### config.mk
export PLATFORM = sky130hd
export DESIGN_NAME = seq_detector_param
export DESIGN_NICKNAME = d
export VERILOG_FILES = /design/src/rtl/seq_detector_param.sv
export SDC_FILE = /design/constraint.sdc
export NUM_CORES = 1
export LEC_CHECK = 0
export CORE_UTILIZATION = 40
export CTS_BUF_LIST = sky130_fd_sc_hd__clkbuf_4 sky130_fd_sc_hd__clkbuf_8 sky130_fd_sc_hd__clkbuf_16
export CTS_CLUSTER_SIZE = 8
export DETAILED_ROUTE_END_ITERATION = 12
export GPL_ROUTABILITY_DRIVEN = 1
export PLACE_DENSITY = 0.73
export SLEW_MARGIN = 10
export SYNTH_ARGS = -nofsm -noshare
export SYNTH_HDL_FRONTEND = slang
export SYNTH_SLANG_ARGS = --single-unit
### constraint.sdc
create_clock -name clk -period 1.37 [get_ports clk]
set_input_delay 0.274 -clock clk [delete_from_list [all_inputs] [get_ports clk]]
set_output_delay 0.274 -clock clk [all_outputs]
set_load 0.005 [all_outputs]
### src/rtl/seq_detector_param.sv
// Parameterised serial pattern detector with overlap control and a load-able pattern.
// Define SEQ_DET_COUNT_EN to build the saturating match counter; otherwise match_cnt_o is tied to 0.
module seq_detector_param #(
    parameter int PAT_W = 4,
    parameter int CNT_W = 8,
    parameter logic [PAT_W-1:0] RESET_PAT = PAT_W'(4'b1011)
) (
    input  logic             clk,
    input  logic             reset_i,
    input  logic             in_i,
    input  logic             valid_i,
    input  logic             load_i,
    input  logic [PAT_W-1:0] pattern_i,
    input  logic             overlap_i,
    output logic             detected_o,
    output logic             armed_o,
    output logic [CNT_W-1:0] match_cnt_o
);

    localparam int FILL_W = $clog2(PAT_W + 1);
    localparam logic [FILL_W-1:0] FULL = FILL_W'(PAT_W);

    typedef enum logic {
        FILL,
        ARMED
    } state_t;

    state_t             state_q, state_d;
    logic [PAT_W-1:0]   pat_q, pat_d;
    logic [PAT_W-1:0]   hist_q, hist_d;
    logic [FILL_W-1:0]  fill_q, fill_d;
    logic               detected_q, detected_d;

    // Load wins over an accepted bit; a non-overlapping hit restarts the fill.
    always_comb begin
        pat_d      = pat_q;
        hist_d     = hist_q;
        fill_d     = fill_q;
        detected_d = 1'b0;
        if (load_i) begin
            pat_d  = pattern_i;
            hist_d = '0;
            fill_d = '0;
        end else if (valid_i) begin
            hist_d = {hist_q[PAT_W-2:0], in_i};
            fill_d = (fill_q == FULL) ? FULL : fill_q + FILL_W'(1);
            if ((fill_d == FULL) && (hist_d == pat_q)) begin
                detected_d = 1'b1;
                if (!overlap_i) begin
                    fill_d = '0;
                end
            end
        end
        state_d = (fill_d == FULL) ? ARMED : FILL;
    end

    always_ff @(posedge clk) begin
        if (!reset_i) begin
            state_q    <= FILL;
            pat_q      <= RESET_PAT;
            hist_q     <= '0;
            fill_q     <= '0;
            detected_q <= 1'b0;
        end else begin
            state_q    <= state_d;
            pat_q      <= pat_d;
            hist_q     <= hist_d;
            fill_q     <= fill_d;
            detected_q <= detected_d;
        end
    end

    assign detected_o = detected_q;
    assign armed_o    = (state_q == ARMED);

`ifdef SEQ_DET_COUNT_EN
    logic [CNT_W-1:0] cnt_q, cnt_d;

    always_comb begin
        cnt_d = cnt_q;
        if (load_i) begin
            cnt_d = '0;
        end else if (detected_d && (cnt_q != {CNT_W{1'b1}})) begin
            cnt_d = cnt_q + CNT_W'(1);
        end
    end

    always_ff @(posedge clk) begin
        if (!reset_i) begin
            cnt_q <= '0;
        end else begin
            cnt_q <= cnt_d;
        end
    end

    assign match_cnt_o = cnt_q;
`else
    assign match_cnt_o = '0;
`endif

endmodule

==> impl_metrics.prom <==
# TYPE chip_impl_metric gauge
chip_impl_metric{name="clock-skew-final",unit="ps"} 2.779
chip_impl_metric{name="crit_path_max_fanout",unit=""} 1
chip_impl_metric{name="largest_voltage_drop_on_the_vdd_net",unit="mV"} 0.5219
chip_impl_info{name="worst_path_dominant_cell_family",value="buffers and inverters"} 1
chip_impl_info{name="clock_tree.root_cell",value="sky130_fd_sc_hd__clkbuf_4"} 1
chip_impl_metric{name="numPlacedInstances",unit=""} 100
chip_impl_metric{name="worst_ep_required_time",unit="ps"} 1100
chip_impl_metric{name="yosys_warnings",unit=""} 0
chip_impl_metric{name="cpPeakStageDelay",unit="ps"} 490
chip_impl_metric{name="whs",unit="ps"} 490.7
chip_impl_metric{name="first_global_vias",unit=""} 472
chip_impl_metric{name="clk_path_buf_depth",unit=""} 2
chip_impl_metric{name="syn_area_per_cell",unit="sq um"} 9.744
chip_impl_metric{name="layout-drive-gt1-share",unit="%"} 30.34
chip_impl_info{name="critical_path.cell_chain",value="clkdlybuf4s50_1"} 1
chip_impl_metric{name="via_count",unit=""} 491
chip_impl_info{name="grt_setup_unrepaired",value="yes"} 1
chip_impl_metric{name="cts.reportedPaths.clkPinSlew",unit="ps"} 70
chip_impl_metric{name="netlist_instances",unit=""} 66
chip_impl_metric{name="synth_seq_area_share",unit="%"} 37.35
chip_impl_metric{name="fp-row-count",unit=""} 14
chip_impl_metric{name="ant_nets",unit=""} 0
chip_impl_info{name="synthDominantAreaCellType",value="sky130_fd_sc_hd__dfxtp_1"} 1
chip_impl_metric{name="worst-endpoint-arrival",unit="ps"} 1070
chip_impl_info{name="hp-class",value="reg -> reg"} 1
chip_impl_info{name="tritoncts_clock_tree",value="done"} 1
chip_impl_metric{name="firstDrtPassIters",unit=""} 2
chip_impl_metric{name="wire_length_of_the_first_global_routing_pass",unit="mm"} 1.863
chip_impl_metric{name="initialDrtViolationCount",unit=""} 3
chip_impl_metric{name="route.detailed.drc",unit=""} 0
chip_impl_info{name="critPathSlowestCell",value="sky130_fd_sc_hd__clkdlybuf4s50_1"} 1
chip_impl_metric{name="layoutNonFillerInstCount",unit=""} 105
chip_impl_metric{name="achievable-frequency",unit="MHz"} 746.3
chip_impl_metric{name="number_of_clock_sinks",unit=""} 12
chip_impl_metric{name="drt-wirelength-per-cell",unit="um"} 10.20
chip_impl_metric{name="num_io_pins",unit=""} 20
chip_impl_info{name="mostFrequentLayoutCells",value="sky130_fd_sc_hd__buf_4 (12), sky130_fd_sc_hd__dfxtp_1 (10), sky130_fd_sc_hd__mux2i_1 (9), sky130_fd_sc_hd__clkdlybuf4s50_1 (9), sky130_fd_sc_hd__conb_1 (8)"} 1
chip_impl_metric{name="fp.coreArea",unit="sq um"} 1506
chip_impl_metric{name="detailedPlacementHpwl",unit="um"} 858.6
chip_impl_metric{name="track_usage",unit="%"} 13.72
chip_impl_metric{name="grt_max_degree",unit=""} 7
chip_impl_metric{name="layout_min_cycle_time",unit="ps"} 1340
chip_impl_info{name="critPathCaptureType",value="primary output"} 1
chip_impl_metric{name="insertion_delay",unit="ps"} 270
chip_impl_metric{name="drv.max_cap_violation_count",unit=""} 0
chip_impl_metric{name="clock_tree.htree_level_count",unit=""} 1
chip_impl_metric{name="syn_area",unit="sq um"} 643.1
chip_impl_metric{name="grt_antenna_before_repair",unit=""} 0
chip_impl_metric{name="cp.buffers_inverters",unit=""} 1
chip_impl_metric{name="overflow",unit=""} 0
chip_impl_metric{name="power.density_cell_area",unit="nW/um^2"} 808.9
chip_impl_metric{name="initial_core_util",unit="%"} 42.69
chip_impl_metric{name="netlist-cell-type-count",unit=""} 22
chip_impl_metric{name="route.final.wire_length",unit="mm"} 1.071
chip_impl_metric{name="final-max-slew-violation-count",unit=""} 0
chip_impl_metric{name="power.leakage",unit="nW"} 0.4192
chip_impl_metric{name="tns",unit="ps"} 0
chip_impl_metric{name="port_buffers",unit=""} 11
chip_impl_metric{name="fin_crit_sh",unit="%"} 97.80
chip_impl_metric{name="design.die.area",unit="sq um"} 1772
chip_impl_metric{name="cts_buffers",unit=""} 3
chip_impl_metric{name="die_h",unit="um"} 42.10
chip_impl_metric{name="gp_congestion",unit=""} 0.6876
chip_impl_metric{name="diodes",unit=""} 0
chip_impl_info{name="setup.worst_path.class",value="reg -> out"} 1
chip_impl_info{name="run_status",value="completed"} 1
chip_impl_metric{name="finalSetupViolCount",unit=""} 0
chip_impl_metric{name="ys_seq_elements",unit=""} 12
chip_impl_info{name="layout.cells.most_common",value="sky130_fd_sc_hd__buf_4"} 1
chip_impl_metric{name="flow.area_growth_from_synthesis",unit="%"} 35.02
chip_impl_metric{name="finalHoldViolations",unit=""} 0
chip_impl_metric{name="cts-hold-fix-buffers",unit=""} 0
chip_impl_info{name="worst_setup_path_start_kind",value="flip-flop"} 1
chip_impl_metric{name="dieWidth",unit="um"} 42.10
chip_impl_metric{name="final_net_count",unit=""} 103
chip_impl_metric{name="route.detailed.vias_per_inst",unit=""} 4.676
chip_impl_metric{name="netlist.area_leader.share",unit="%"} 37.35
chip_impl_info{name="ys_top_cells_by_area",value="sky130_fd_sc_hd__dfxtp_1 (37%), sky130_fd_sc_hd__mux2i_1 (14%), sky130_fd_sc_hd__buf_4 (9.3%)"} 1
registers in the layout, summed over array words and instances, names as in the netlist:
name        cells
fill_q          3
armed_o         1
hist_q          3
detected_o      1
pat_q           4
metal layers:
metal / track usage, % / part of all wire, %
met5: 0 / 0
met1: 16.09 / 43
met4: 5.625 / 1.6
met2: 23.44 / 51
met3: 3.879 / 4.1
logic make-up (layout without fill, tap and decap cells):
family	after synthesis	after routing	share of synthesized area, %
AO/OA/AOI/OAI	6	6	7.392
XOR/XNOR	4	4	5.447
adder cells (fa/ha/maj)	2	2	3.890
buffers and inverters	13	29	14.59
flip-flops	12	12	37.35
multiplexers	9	9	14.01
other	1	8	0.5831
AND/OR/NAND/NOR	19	19	16.73
cells in the mapped netlist:
cell and instances:
sky130_fd_sc_hd__a211o_2 1, sky130_fd_sc_hd__a211oi_2 1, sky130_fd_sc_hd__a21oi_1 3, sky130_fd_sc_hd__and3_1 1, sky130_fd_sc_hd__and3b_1 1, sky130_fd_sc_hd__buf_4 8
sky130_fd_sc_hd__buf_6 2, sky130_fd_sc_hd__conb_1 1, sky130_fd_sc_hd__dfxtp_1 12, sky130_fd_sc_hd__ha_1 2, sky130_fd_sc_hd__inv_1 3, sky130_fd_sc_hd__mux2i_1 9
sky130_fd_sc_hd__nand2_1 3, sky130_fd_sc_hd__nand2b_1 1, sky130_fd_sc_hd__nand2b_4 1, sky130_fd_sc_hd__nor2_1 7, sky130_fd_sc_hd__nor2b_1 1, sky130_fd_sc_hd__nor3_1 2
sky130_fd_sc_hd__nor4_2 1, sky130_fd_sc_hd__o211a_1 1, sky130_fd_sc_hd__or3_1 1, sky130_fd_sc_hd__xor2_1 4
power breakdown:
part           internal, mW  switching, mW
Clock                 0.102          0.111
Sequential            0.359        0.00743
Combinational        0.0708         0.0517
Total                 0.532          0.170
cell type report:
class                           instances  area, sq um
Clock buffer                            3        22.52
Tap cell                               16        20.02
Timing Repair Buffer                   23        201.4
Inverter                                3        11.26
Multi-Input combinational cell         48        370.4
Sequential cell                        12        242.7
Fill cell                             123        638.1
stage by stage:
stage | power (mW) | util, % | instance area [sq um] | setup WS [ps]
6_report | 0.7024 | 57.64 | 868.3 | 30.12
5_1_grt | 0.7357 | 57.64 | 868.3 | -23.55
4_1_cts | 0.7047 | 55.56 | 837.1 | 17.55
3_5_place_dp | 0.4853 | 52.57 | 792.0 | -193.6
3_3_place_gp | 0.4833 | 52.57 | 792.0 | -209.6
2_1_floorplan | 0.4499 | - | 669.4 | 54.19
path summary, 6_finish.rpt:
check	slack, ps	startpoint	endpoint	depth (start not counted)
setup / recovery	30	armed_o	armed_o	1
hold / removal	490	pat_q[0]	pat_q[0]	2
setup reg to reg	70	fill_q[1]	armed_o	5
hold reg to reg	490	pat_q[0]	pat_q[0]	2
timing repair:
action	in CTS	in global routing
setup endpoints to repair	3	2
pin swaps	1	4
resized for setup	6	6
setup buffers	0	2
Power figures use the tool's default switching activity.
